$ cat src/rtl/fp_addsub_pipe.sv
// Pipelined IEEE-754-style floating-point adder/subtractor with a fixed latency.
// Specials are resolved in S1 and ride down the pipe. Results are RNE rounded, subnormals flush to zero.
module fp_addsub_pipe #(
  parameter int EXP_W = 8,
  parameter int MAN_W = 23
) (
  input  logic                     clk,
  input  logic                     rst,
  input  logic [EXP_W+MAN_W:0]     a,
  input  logic [EXP_W+MAN_W:0]     b,
  input  logic                     sub,
  input  logic                     arg_vld,
  output logic [EXP_W+MAN_W:0]     result,
  output logic [1:0]               state,
  output logic                     res_vld
);
  localparam int W   = EXP_W + MAN_W + 1;
  localparam int M   = MAN_W + 1;          // significand with hidden bit
  localparam int SW  = M + 3;              // significand plus G/R/S
  localparam int XW  = EXP_W + 2;          // two's-complement exponent
  localparam int LZW = $clog2(SW + 1);
  localparam logic [1:0] ST_OK = 2'b00, ST_NAN = 2'b01, ST_INF = 2'b10, ST_NUL = 2'b11;

  function automatic logic [LZW-1:0] lzc(input logic [SW-1:0] v);
    logic found;
    lzc   = '0;
    found = 1'b0;
    for (int i = SW - 1; i >= 0; i--) begin
      if (!found) begin
        if (v[i]) found = 1'b1;
        else      lzc   = lzc + LZW'(1);
      end
    end
  endfunction

  // S1: unpack, classify, special results, magnitude swap
  logic             sa, sb, a_zero, b_zero, a_nan, b_nan, a_inf, b_inf, swap;
  logic [EXP_W-1:0] ea, eb;
  logic [MAN_W-1:0] fa, fb;
  logic             c1_spec;
  logic [W-1:0]     c1_spec_res;
  logic [1:0]       c1_spec_st;

  always_comb begin
    sa     = a[W-1];
    sb     = b[W-1] ^ sub;
    ea     = a[W-2:MAN_W];
    eb     = b[W-2:MAN_W];
    fa     = a[MAN_W-1:0];
    fb     = b[MAN_W-1:0];
    a_zero = (ea == '0);
    b_zero = (eb == '0);
    a_nan  = (ea == '1) && (fa != '0);
    b_nan  = (eb == '1) && (fb != '0);
    a_inf  = (ea == '1) && (fa == '0);
    b_inf  = (eb == '1) && (fb == '0);
    swap   = {eb, fb} > {ea, fa};
    c1_spec     = 1'b1;
    c1_spec_res = '0;
    c1_spec_st  = ST_OK;
    if (a_nan || b_nan || (a_inf && b_inf && (sa != sb))) begin
      c1_spec_res = {1'b0, {EXP_W{1'b1}}, 1'b1, {(MAN_W-1){1'b0}}};
      c1_spec_st  = ST_NAN;
    end else if (a_inf) begin
      c1_spec_res = {sa, {EXP_W{1'b1}}, {MAN_W{1'b0}}};
      c1_spec_st  = ST_INF;
    end else if (b_inf) begin
      c1_spec_res = {sb, {EXP_W{1'b1}}, {MAN_W{1'b0}}};
      c1_spec_st  = ST_INF;
    end else if (a_zero && b_zero) begin
      c1_spec_res = {sa & sb, {(W-1){1'b0}}};
      c1_spec_st  = ST_NUL;
    end else if (a_zero) begin
      c1_spec_res = {sb, b[W-2:0]};
    end else if (b_zero) begin
      c1_spec_res = a;
    end else begin
      c1_spec = 1'b0;
    end
  end

  logic             s1_vld, s2_vld, s3_vld, s4_vld;
  logic             s1_spec, s2_spec, s3_spec;
  logic [W-1:0]     s1_spec_res, s2_spec_res, s3_spec_res, s4_res;
  logic [1:0]       s1_spec_st, s2_spec_st, s3_spec_st, s4_st;
  logic             s1_sign, s2_sign, s3_sign, s1_eff_sub, s2_eff_sub, s3_zero;
  logic [EXP_W-1:0] s1_exp_big, s1_exp_sml, s2_exp;
  logic [M-1:0]     s1_man_big, s1_man_sml;
  logic [SW-1:0]    s2_big, s2_sml, s3_sig;
  logic [XW-1:0]    s3_exp;

  // S2: align the smaller significand, collapsing shifted-out bits into sticky
  logic [EXP_W-1:0] d;
  logic [SW-1:0]    ext, shifted, lost, aligned;

  always_comb begin
    d       = s1_exp_big - s1_exp_sml;
    ext     = {s1_man_sml, 3'b000};
    shifted = ext >> d;
    lost    = ext & ~({SW{1'b1}} << d);
    if (32'(d) >= MAN_W + 3) aligned = {{(SW-1){1'b0}}, |ext};
    else                     aligned = {shifted[SW-1:1], shifted[0] | (|lost)};
  end

  // S3: add or subtract magnitudes, then normalise
  logic [SW:0]     sum;
  logic [LZW-1:0]  lz;
  logic [SW-1:0]   c3_sig;
  logic [XW-1:0]   c3_exp;

  always_comb begin
    sum = s2_eff_sub ? ({1'b0, s2_big} - {1'b0, s2_sml}) : ({1'b0, s2_big} + {1'b0, s2_sml});
    lz  = lzc(sum[SW-1:0]);
    if (sum[SW]) begin
      c3_sig = {sum[SW:2], sum[1] | sum[0]};
      c3_exp = XW'(s2_exp) + XW'(1);
    end else begin
      c3_sig = sum[SW-1:0] << lz;
      c3_exp = XW'(s2_exp) - XW'(lz);
    end
  end

  // S4: round to nearest even, range check, pick special or computed result
  logic            rnd_up;
  logic [M:0]      man_r;
  logic [MAN_W-1:0] frac;
  logic [XW-1:0]   exp_r;
  logic [W-1:0]    c4_res;
  logic [1:0]      c4_st;

  always_comb begin
    rnd_up = s3_sig[2] & (s3_sig[1] | s3_sig[0] | s3_sig[3]);
    man_r  = {1'b0, s3_sig[SW-1:3]} + (M+1)'(rnd_up);
    frac   = man_r[M] ? man_r[MAN_W:1] : man_r[MAN_W-1:0];
    exp_r  = s3_exp + XW'(man_r[M]);
    c4_res = {s3_sign, exp_r[EXP_W-1:0], frac};
    c4_st  = ST_OK;
    if (s3_spec) begin
      c4_res = s3_spec_res;
      c4_st  = s3_spec_st;
    end else if (s3_zero) begin
      c4_res = '0;
      c4_st  = ST_NUL;
    end else if (!exp_r[XW-1] && (exp_r[XW-2:0] >= (XW-1)'((1 << EXP_W) - 1))) begin
      c4_res = {s3_sign, {EXP_W{1'b1}}, {MAN_W{1'b0}}};
      c4_st  = ST_INF;
    end else if (exp_r[XW-1] || (exp_r == '0)) begin
      c4_res = {s3_sign, {(W-1){1'b0}}};
      c4_st  = ST_NUL;
    end
  end

  always_ff @(posedge clk) begin
    if (rst) begin
      s1_vld  <= 1'b0;
      s2_vld  <= 1'b0;
      s3_vld  <= 1'b0;
      s4_vld  <= 1'b0;
      res_vld <= 1'b0;
      result  <= '0;
      state   <= ST_OK;
    end else begin
      s1_vld  <= arg_vld;
      s2_vld  <= s1_vld;
      s3_vld  <= s2_vld;
      s4_vld  <= s3_vld;
      res_vld <= s4_vld;
      if (s4_vld) begin
        result <= s4_res;
        state  <= s4_st;
      end
    end
  end

  // Zero operands always take the special path, so the hidden bit is prepended unconditionally.
  always_ff @(posedge clk) begin
    s1_spec     <= c1_spec;
    s1_spec_res <= c1_spec_res;
    s1_spec_st  <= c1_spec_st;
    s1_sign     <= swap ? sb : sa;
    s1_eff_sub  <= sa ^ sb;
    s1_exp_big  <= swap ? eb : ea;
    s1_exp_sml  <= swap ? ea : eb;
    s1_man_big  <= swap ? {1'b1, fb} : {1'b1, fa};
    s1_man_sml  <= swap ? {1'b1, fa} : {1'b1, fb};
    s2_spec     <= s1_spec;
    s2_spec_res <= s1_spec_res;
    s2_spec_st  <= s1_spec_st;
    s2_sign     <= s1_sign;
    s2_eff_sub  <= s1_eff_sub;
    s2_exp      <= s1_exp_big;
    s2_big      <= {s1_man_big, 3'b000};
    s2_sml      <= aligned;
    s3_spec     <= s2_spec;
    s3_spec_res <= s2_spec_res;
    s3_spec_st  <= s2_spec_st;
    s3_sign     <= s2_sign;
    s3_zero     <= (sum == '0);
    s3_exp      <= c3_exp;
    s3_sig      <= c3_sig;
    s4_res      <= c4_res;
    s4_st       <= c4_st;
  end
endmodule
$ cat config.mk
export PLATFORM = sky130hd
export DESIGN_NAME = fp_addsub_pipe
export DESIGN_NICKNAME = d
export VERILOG_FILES = /design/src/rtl/fp_addsub_pipe.sv
export SDC_FILE = /design/constraint.sdc
export NUM_CORES = 1
export LEC_CHECK = 0
export ABC_AREA = 0
export CORE_MARGIN = 8
export CORE_UTILIZATION = 55
export CTS_CLUSTER_DIAMETER = 30
export DETAILED_ROUTE_END_ITERATION = 8
export PLACE_DENSITY_LB_ADDON = 0.08
export SYNTH_ARGS = -nofsm -noshare
export SYNTH_HDL_FRONTEND = slang
export SYNTH_SLANG_ARGS = --single-unit
$ cat constraint.sdc
create_clock -name clk -period 19.8 [get_ports clk]
set_input_delay 3.96 -clock clk [delete_from_list [all_inputs] [get_ports clk]]
set_output_delay 3.96 -clock clk [all_outputs]
set_load 0.1 [all_outputs]
# [Word-level counts from Yosys, hierarchy flattened]
# Cells that the tools add are included.
[totals] latchBits=0 inputBits=68 output_inout_bits=35 ramBits=0 ff_bits=344 rom_bits=0 mem_count=0
[classes] n_bitwise=10 n_addsub=33 n_eq_ne=3 div_mod_pow=0 magnitude_cmp=3 n_reduce_logical=25 mux=131 shift=3 mul=0
[ops] op="$mux 5" n=52
[ops] op="$mux 32" n=7
[ops] op="$add 5x1->5 const B" n=26
[ops] op="$mux 23" n=3
[ops] op="$mux 31" n=2
[ops] op="$mux 1" n=55
[ops] op="$logic_not 23->1" n=2
[ops] op="$reduce_bool 23->1" n=2
[ops] op="$gt 31x31->1" n=1
[ops] op="$add 27x27->28" n=1
[ops] op="$logic_not 28->1" n=1
[ops] op="$mux 28" n=1
[ops] op="$sub 27x27->28" n=1
[ops] op="$and 27x27->27" n=1
[ops] op="$not 27->27" n=1
[ops] op="$reduce_or 27->1" n=1
[ops] op="$shl 27x5->27" n=1
[ops] op="$shl 27x8->27 const A" n=1
[ops] op="$shr 27x8->27" n=1
[ops] op="$mux 26" n=1
[ops] op="$add 24x1->25" n=1
[ops] op="$reduce_or 24->1" n=1
[ops] op="$eq 8x8->1 const B" n=2
[ops] op="$logic_not 8->1" n=2
[ops] op="20 further kinds" n=41

# [Logic depth before layout (Yosys ltp)]
# Gate-level depths: netlist (run 1).
[depth] depth_word=83 depth_mapped=107

# [Least setup slack after synthesis (run 1)]
# Ideal clock, no wire load.
[synth_timing] path_kind="register to register" start="reg s2_sml[4]" end="reg s3_exp[7]" synth_period_minus_slack_ns=17.909 path_stages_with_launch=103 t_required_ns=19.681 arrival_time_ns=17.791 setup_ns=0.119 path_slack_ns=1.891 path_cell_list="dfxtp_1 inv_1 ha_1 nand2b_4 a2111o_1 a2111oi_2 o41ai_1 o31ai_2 a21oi_1 or2_0 buf_2 o21ai_0 inv_1 ha_1 inv_1 a21oi_1 ha_1 nand2_1 [67 not listed] nand2_1 nand2_1 ha_1 mux2i_1 nand2_1 o211ai_1 a31oi_1 inv_1 clkbuf_1 ha_1 a21o_1 a21o_1 a21o_1 nand2_1 nand2_1 nor3_1 a31oi_1 xnor2_1"
[synth_between] elab_chain_cells=83
[synth_rtl] element="from (decl)" line="89" text="logic [SW-1:0] s2_big, s2_sml, s3_sig;"
[synth_rtl] element="from (signal assigned)" line="193" text="s2_sml <= aligned;"
[synth_rtl] element="$add 27x27->28 / $sub 27x27->28 (equally long branches)" line="112" text="sum = s2_eff_sub ? ({1'b0, s2_big} - {1'b0, s2_sml}) : ({1'b0, s2_big} + {1'b0, s2_sml});"
[synth_rtl] element="$mux 28 *" line="112"
[synth_rtl] element="$mux 1" line="30" text="if (v[i]) found = 1'b1;"
[synth_rtl] element="$add 5x1->5" line="31" text="else lzc = lzc + LZW'(1);"
[synth_rtl] element="$mux 5" line="30"
[synth_rtl] element="$mux 5" line="29" text="if (!found) begin"
[synth_rtl] element="$add 5x1->5" line="31"
[synth_rtl] element="$mux 5" line="30"
[synth_rtl] element="[68 not listed]"
[synth_rtl] element="$mux 5" line="30"
[synth_rtl] element="$mux 5" line="29"
[synth_rtl] element="$add 5x1->5" line="31"
[synth_rtl] element="$mux 5" line="30"
[synth_rtl] element="$mux 5" line="29"
[synth_rtl] element="$sub 8x5->9" line="119" text="c3_exp = XW'(s2_exp) - XW'(lz);"
[synth_rtl] element="$mux 10 *" line="114" text="if (sum[SW]) begin"
[synth_rtl] element="named net c3_exp[7]" line="109" text="logic [XW-1:0] c3_exp;"
[synth_rtl] element="to (signal assigned)" line="199" text="s3_exp <= c3_exp;"
[synth_rtl] element="to (decl)" line="90" text="logic [XW-1:0] s3_exp;"
# Mark *: on every way through the listed nets, which the timed path passes. The rest lies on a longest branch.
# A chain may end at the register's enable or synchronous reset.

# [Worst setup path in the final report (run 1)]
[layout_timing] start="reg s2_sml[11]" end="reg s3_sig[25]"
[layout_between] elab_chain_cells=83
[layout_rtl] element="$add 27x27->28 / $sub 27x27->28 (equally long branches)" line="112"
[layout_rtl] element="$mux 28 *" line="112"
[layout_rtl] element="$mux 1" line="30"
[layout_rtl] element="$add 5x1->5" line="31"
[layout_rtl] element="$mux 5" line="30"
[layout_rtl] element="$mux 5" line="29"
[layout_rtl] element="$add 5x1->5" line="31"
[layout_rtl] element="$mux 5" line="30"
[layout_rtl] element="[68 not listed]"
[layout_rtl] element="$mux 5" line="30"
[layout_rtl] element="$mux 5" line="29"
[layout_rtl] element="$add 5x1->5" line="31"
[layout_rtl] element="$mux 5" line="30"
[layout_rtl] element="$mux 5" line="29"
[layout_rtl] element="$shl 27x5->27" line="118" text="c3_sig = sum[SW-1:0] << lz;"
[layout_rtl] element="$mux 26 *" line="114"
[layout_rtl] element="named net c3_sig[25]" line="108" text="logic [SW-1:0] c3_sig;"
[layout_rtl] element="to (signal assigned)" line="200" text="s3_sig <= c3_sig;"
[layout_rtl] element="to (decl)" line="89"
# Marks and branches as above.

==> summary.md, run 1 <==
| Metric | Value |
|---|---|
| Remaining DRCs | `0` |
| Top Family by Delay on Critical Path | `adder cells` |
| Clk slew on worst S/H paths | `0.06 ns` |
| Max H-tree Level | `2` |
| # rows | `70` |
| Crit Path Category | `register to register` |
| Seq/Total Area, Yosys | `33.3%` |
| Final period util | `95.3%` |
| Clock Latency Late Sink | `0.60 ns` |
| Fin. Hold Viols | `0` |
| Largest net degree at the start of global routing | `70` |
| Min cycle time layout | `18.87 ns` |
| Worst path arrival time | `19.31 ns` |
| Via count | `19400` |
| GRT overflow | `0` |
| GPL Wtd Cong | `1.02` |
| Setup violators final | `0` |
| Max stage delay on crit path | `0.56 ns` |
| Cell variety after synth | `104` |
| Layout cells sized above 1 | `11.5%` |
| Mean Syn Cell Area | `8.14 um2` |
| CTS Root Cell | `clkbuf_16` |
| Top_reg_cell synth | `dfxtp_1` |
| Final cell count without fillers | `3123` |
| Antenna cells | `0` |
| Max Slew Vio Count | `0` |
| Cells after DPL | `3002` |
| Core area | `36600 um2` |
| Clock power share | `33.7%` |
| Boundary Pins | `103` |
| Switching Fraction | `39.1%` |
| Max Cap Violations | `0` |
| Ys async rst share | `0%` |
| Hold Crit Class | `register to register` |
| Net Switching | `1.23 mW` |
| Yosys reg bits | `341` |
| Num CTS Buffers | `56` |
| Die W | `209 um` |
| Crit-path slowest cell | `ha_1` |
| Avg WL per Cell | `21.2 um` |
| CP startpoint kind | `register` |
| Status | `completed` |
| DR vias/cell | `6.21` |
| Sequential cell fraction of total power | `27.4%` |
| Mapped Nets | `2705` |
| Vias in the first global route | `18400` |
| Post-route ant nets | `0` |
| Max_slew headroom | `24.5%` |
| Max VDD drop | `0.136 mV` |
| Clock Tree Buf Depth | `3` |
| GRT Overall Usage | `29.2%` |
| CP max FO | `12` |
| Chip height | `209 um` |
| CTS Sinks | `341` |
| Post-DP HPWL | `50.3 mm` |
| Clock Skew | `0.0275 ns` |
| TritonCTS clock tree | `built` |
| Cell repeated most along the worst path | `ha_1` |
| Routed wire length | `66.4 mm` |
| PD cells | `129 nW/um2` |
| Internal Pwr Total | `1.91 mW` |
| PortBufs | `102` |
| Die area | `43700 um2` |
| P_leak | `9.86 nW` |
| Starting Density | `55.9%` |
| EDFF count, synth | `0` |
| Worst Path Buf+Inv | `7` |
| Initial antenna violation count | `0` |
| Nets | `2798` |
| WHS | `0.323 ns` |
| Synth Cell Area | `20500 um2` |
| Area grow syn2layout | `19.2%` |
| Synth Instances | `2514` |
| CP Capture Type | `register` |
| Combinational cell fraction of total power | `38.9%` |
| Worst slew pin tran | `1.12 ns` |
| Max frequency | `0.0530 GHz` |
| Iter 0 DRT Violations | `2049` |
| Required @ worst endpoint | `20.24 ns` |
| First-pass DRT Iterations | `8` |
| First-pass GRT wire length | `103 mm` |
| Synth warn | `0` |
==> per-layer routing <==
layer  share of wire (%)  up-vias  track usage (%)  wire length (um)
met2                  45      887             45.8             29600
met3                 8.0      138             5.43              5290
met1                  44     9156             39.5             29100
li1                    -     9212                -                 -
met5                   0        -                0                 0
met4                 3.5        0             10.6              2360
==> Yosys cell counts, types with 10 or more instances <==
master | instances | share of area (%)
or3_1 | 11 | 0.34
mux2i_1 | 84 | 4.1
nand3_1 | 63 | 1.5
clkbuf_1 | 98 | 1.8
a211oi_1 | 30 | 1.1
a21oi_1 | 154 | 3.8
a22o_1 | 14 | 0.60
a31oi_1 | 35 | 1.1
dfxtp_1 | 341 | 33
a21o_1 | 21 | 0.77
o22ai_1 | 16 | 0.49
inv_1 | 134 | 2.5
xnor2_1 | 61 | 2.6
o31a_1 | 10 | 0.43
a211o_1 | 11 | 0.47
and2_1 | 20 | 0.61
buf_1 | 19 | 0.35
nor4_1 | 27 | 0.82
ha_1 | 120 | 7.3
and3_1 | 22 | 0.67
o211ai_1 | 21 | 0.77
nor2b_1 | 32 | 0.98
o31ai_1 | 32 | 1.2
a31o_2 | 10 | 0.43
nand4_1 | 40 | 1.2
nand2b_1 | 23 | 0.70
a22oi_1 | 36 | 1.3
o21a_1 | 13 | 0.48
nor3_1 | 45 | 1.1
mux2_2 | 43 | 2.4
nor2_1 | 245 | 4.5
o21ai_0 | 168 | 4.1
nand2_1 | 279 | 5.1
xor2_1 | 45 | 1.9
==> worst paths after layout <==
| check | from | to | slack (ns) | cells past startpoint |
|---|---|---|---|---|
| worst max-delay path | s2_sml[11]$_SDFF_PP0_ | s3_sig[25]$_DFF_P_ | 0.93 | 98 |
| worst min-delay path | s1_man_big[3]$_DFF_P_ | s2_big[6]$_DFF_P_ | 0.32 | 0 |
| worst max register to register | s2_sml[11]$_SDFF_PP0_ | s3_sig[25]$_DFF_P_ | 0.93 | 98 |
| worst min register to register | s1_man_big[3]$_DFF_P_ | s2_big[6]$_DFF_P_ | 0.32 | 0 |
==> worst reg2reg max path: cells and delay by family (launching register included) <==
| family | cells | cell delay (ns) |
|---|---|---|
| multiplexers | 10 | 1.75 |
| AO/OA/AOI/OAI | 31 | 5.58 |
| AND/OR/NAND/NOR | 25 | 2.23 |
| buffers and inverters | 7 | 0.82 |
| adder cells (fa/ha/maj) | 25 | 8.01 |
| flip-flops | 1 | 0.32 |
==> per-stage QoR <==
stage                     setup WS, ns  util [%]  TNS [ns]  power (mW)  area [um2]
after floorplan                   1.89         -         0        1.66       20500
after global placement           0.981      60.0         0        2.00       22000
after detailed placement         0.303      60.0         0        2.02       22000
after CTS                        0.199      65.8         0        3.08       24100
after global routing            -0.107      66.7    -0.995        3.29       24400
final                            0.933      66.7         0        3.14       24400
==> final cells by class <==
| class | instances | area (um2) |
|---|---|---|
| Multi-Input combinational cell | 1903 | 12900 |
| Fill cell | 3066 | 12200 |
| Sequential cell | 341 | 6830 |
| Timing Repair Buffer | 166 | 1510 |
| Clock buffer | 59 | 1430 |
| Clock inverter | 47 | 679 |
| Tap cell | 468 | 586 |
| Inverter | 139 | 522 |
==> registers in the layout, summed over array words and instances (netlist names), 27 cells and up <==
| signal | count |
|---|---|
| result | 32 |
| s2_spec_res | 32 |
| s1_spec_res | 32 |
| s3_sig | 27 |
| s2_sml | 27 |
| s4_res | 32 |
| s3_spec_res | 32 |
==> what timing repair did <==
item                                    4_1_cts  5_1_grt
hold buffers                                  0        0
endpoints found under the setup margin        0       36
resized for setup                             0       49
setup buffers                                 0       14
==> power by group through the flow <==
| stage | registers (mW) | clock network [mW] | logic, mW |
|---|---|---|---|
| final | 0.860 | 1.06 | 1.22 |
| after global routing | 0.868 | 1.11 | 1.32 |
| after CTS | 0.859 | 1.07 | 1.15 |
| after detailed placement | 0.871 | 0 | 1.15 |
| after global placement | 0.867 | 0 | 1.14 |
| after floorplan | 0.856 | 0 | 0.804 |
==> logic make-up (layout without fill, tap and decap cells) <==
| group | count (synthesis) | count (layout) | share of synthesized area (%) |
|---|---|---|---|
| xor gates and xnor gates | 118 | 118 | 5.64 |
| adders and majority gates | 124 | 124 | 7.67 |
| AOI/OAI and AO/OA | 665 | 665 | 21.2 |
| muxes | 132 | 132 | 7.02 |
| and+or+nand+nor | 864 | 864 | 20.0 |
| DFF | 341 | 341 | 33.3 |
| buffers and inverters | 270 | 411 | 5.14 |
==> cell usage in the layout (no fill, tap or decap), types with 13 or more instances in the layout <==
master and instances:
mux2i_1 84, inv_1 133, o21ai_0 157, dfxtp_1 340, xnor2_1 59, nand2_1 279, nor2_1 243, a21o_1 21
mux2_2 43, nand3_1 63, nand4_1 40, nor2b_1 31, o211ai_1 21, o22ai_1 15, clkbuf_16 56, o21a_1 13
nand2b_1 22, a21oi_1 149, xor2_1 45, o31ai_1 28, a31oi_1 32, buf_4 61, a211oi_1 30, nor4_1 26
and3_1 22, clkdlybuf4s50_1 102, ha_1 117, and2_1 20, nor3_1 43, a22o_1 14, a22oi_1 36
(Power assumes the default switching activity.)
==> run 2: changes to the inputs <==
CORE_MARGIN = 10   (was 8)
CTS_CLUSTER_SIZE = 16   (was not set)
==> run 2 against run 1 <==
Effect of this change:
- die area grew 3.9%
- worst setup slack gained 0.039 ns
- power shrank 2.3%
- sequential share of layout area grew 0.15 points
- core utilization shrank 0.51 points
- sequential power is essentially flat
- count of clock-buffer cells in the layout grew 1
- wire length grew 2.4%
- clock skew grew 0.013 ns
- first-iteration DRC count grew 19%
- cell count shrank 0.13%
- clock power shrank 7%
- critical path type unchanged
- largest cell class unchanged
==> summary.md, run 2 (synthesis results as in run 1) <==
| Metric | Value |
|---|---|
| Status | `completed` |
| Max Cap Violations | `0` |
| Worst setup startpoint | `s2_big[3]$_DFF_P_` |
| Chip height | `213 um` |
| PortBufs | `102` |
| Nets | `2800` |
| Avg WL per Cell | `21.8 um` |
| Num CTS Buffers | `53` |
| Worst path arrival time | `19.33 ns` |
| R2r startpoint | `s2_big[3]$_DFF_P_` |
| Clock Tree Buf Depth | `3` |
| Fillers | `3021` |
| R2R Setup Slk | `0.97 ns` |
| Cell repeated most along the worst path | `ha_1` |
| Max VDD drop | `0.0924 mV` |
| Clock Latency Late Sink | `0.61 ns` |
| P_leak | `9.77 nW` |
| Hold Crit Class | `register to register` |
| Core area | `36700 um2` |
| Most frequent cells in the layout | `dfxtp_1 (340), nand2_1 (279), nor2_1 (244)` |
| GRT overflow | `0` |
| Max Slew Vio Count | `0` |
| Final period util | `95.1%` |
| CP startpoint kind | `register` |
| Via count | `19700` |
| Post-route ant nets | `0` |
| Die area | `45300 um2` |
| Boundary Pins | `103` |
| Setup violators final | `0` |
| Reg-to-reg endpoint | `s3_sig[21]$_DFF_P_` |
| Cells after DPL | `3000` |
| Crit Path Category | `register to register` |
| Post-layout util | `66.2%` |
| Clock Skew | `0.0406 ns` |
| Layout cells sized above 1 | `11.4%` |
| Iter 0 DRT Violations | `2433` |
| # rows | `70` |
| CP max FO | `17` |
| Vias in the first global route | `18300` |
| PD cells | `126 nW/um2` |
| R2R cell count | `101` |
| First-pass GRT wire length | `105 mm` |
| Antenna cells | `0` |
| Min cycle time layout | `18.83 ns` |
| Max stage delay on crit path | `0.45 ns` |
| Hold buffers post-CTS | `0` |
| Commonest non-fill, non-tap cell in the layout | `dfxtp_1` |
| GPL Wtd Cong | `1.03` |
| Final worst setup slack | `0.971 ns` |
| Hold_sp | `s1_spec_res[0]$_SDFF_PP0_` |
| Initial antenna violation count | `0` |
| TritonCTS clock tree | `built` |
| Remaining DRCs | `0` |
| CTS Root Cell | `clkbuf_16` |
| Max H-tree Level | `2` |
| Die W | `213 um` |
| Area grow syn2layout | `18.6%` |
| Crit-path slowest cell | `a2111oi_4` |
| Max frequency | `0.0531 GHz` |
| Final cell count without fillers | `3119` |
| Max_slew headroom | `20.4%` |
| Post-DP HPWL | `51.4 mm` |
| Crit path capture | `s3_sig[21]$_DFF_P_` |
| First-pass DRT Iterations | `8` |
| Dpl ws | `0.171 ns` |
| CTS Sinks | `341` |
| Routed wire length | `67.9 mm` |
| Clk slew on worst S/H paths | `0.06 ns` |
| Largest net degree at the start of global routing | `49` |
| Fin. Hold Viols | `0` |
| Required @ worst endpoint | `20.30 ns` |
| Starting Density | `55.8%` |
| DR vias/cell | `6.32` |
| GRT Overall Usage | `29.2%` |
| CP Capture Type | `register` |
| Worst slew pin tran | `1.19 ns` |
## run 2: changes by cell type in the layout (fill, tap and decap cells not counted), sizes merged
cell / previous run / this run
clkinvlp: 6 / 5
bufinv: 10 / 7
inv: 156 / 148
buf: 64 / 69
clkinv: 14 / 16
clkbuf: 59 / 60
## run 2: worst max-delay path: cells and delay by family, from the launching register on
kind,cells,cell delay [ns]
AOI/OAI and AO/OA,34,6.21
adders and majority gates,25,7.59
buffers and inverters,5,0.54
DFF,1,0.35
muxes,10,1.73
and+or+nand+nor,27,2.33
## run 2: timing repair
action / CTS / global route
setup endpoints to repair: 0 / 36
hold endpoints to repair: 0 / 0
resized for setup: 0 / 52
setup buffers: 0 / 22
## run 2: final cells by class
type | instances | area (um2) | area share, %
clock inverters | 37 | 544 | 2.24
well taps | 468 | 586 | 2.41
inverters | 139 | 522 | 2.15
clock buffers | 60 | 1400 | 5.78
multi-input cells | 1903 | 12900 | 52.9
repair buffers | 171 | 1540 | 6.35
flip-flops and latches | 341 | 6830 | 28.1
## run 2: metrics by stage
| stage | power, mW | cell area (um2) | hold WS, ns | TNS [ns] |
|---|---|---|---|---|
| after global placement | 2.00 | 21900 | 0.311 | 0 |
| after detailed placement | 2.01 | 21900 | 0.312 | 0 |
| final | 3.07 | 24300 | 0.321 | 0 |
| after global routing | 3.22 | 24300 | 0.322 | -3.51 |
| after CTS | 3.00 | 23900 | 0.322 | 0 |
| after floorplan | 1.66 | 20500 | 0.310 | 0 |
## run 2: how the worst min path moves through the flow
stage	end	depth (start not counted)
2_1_floorplan	s2_big[10]$_DFF_P_	0
3_3_place_gp	s2_big[11]$_DFF_P_	0
3_5_place_dp	s2_spec_res[2]$_DFF_P_	0
4_1_cts	s3_spec_res[31]$_DFF_P_	0
5_1_grt	s3_spec_res[31]$_DFF_P_	0
6_report	s2_spec_res[0]$_DFF_P_	0
## run 2: metal layers
| metal | GRT usage (%) | routed length [um] |
|---|---|---|
| met1 | 39.3 | 29400 |
| met2 | 46.7 | 31100 |
| met3 | 4.56 | 5360 |
| met4 | 10.0 | 2120 |
| met5 | 0 | 0 |
## run 2: power breakdown
part | total [mW] | switching [mW] | internal [mW]
Clock | 0.981 | 0.363 | 0.618
Combinational | 1.23 | 0.780 | 0.446
Sequential | 0.860 | 0.0692 | 0.791
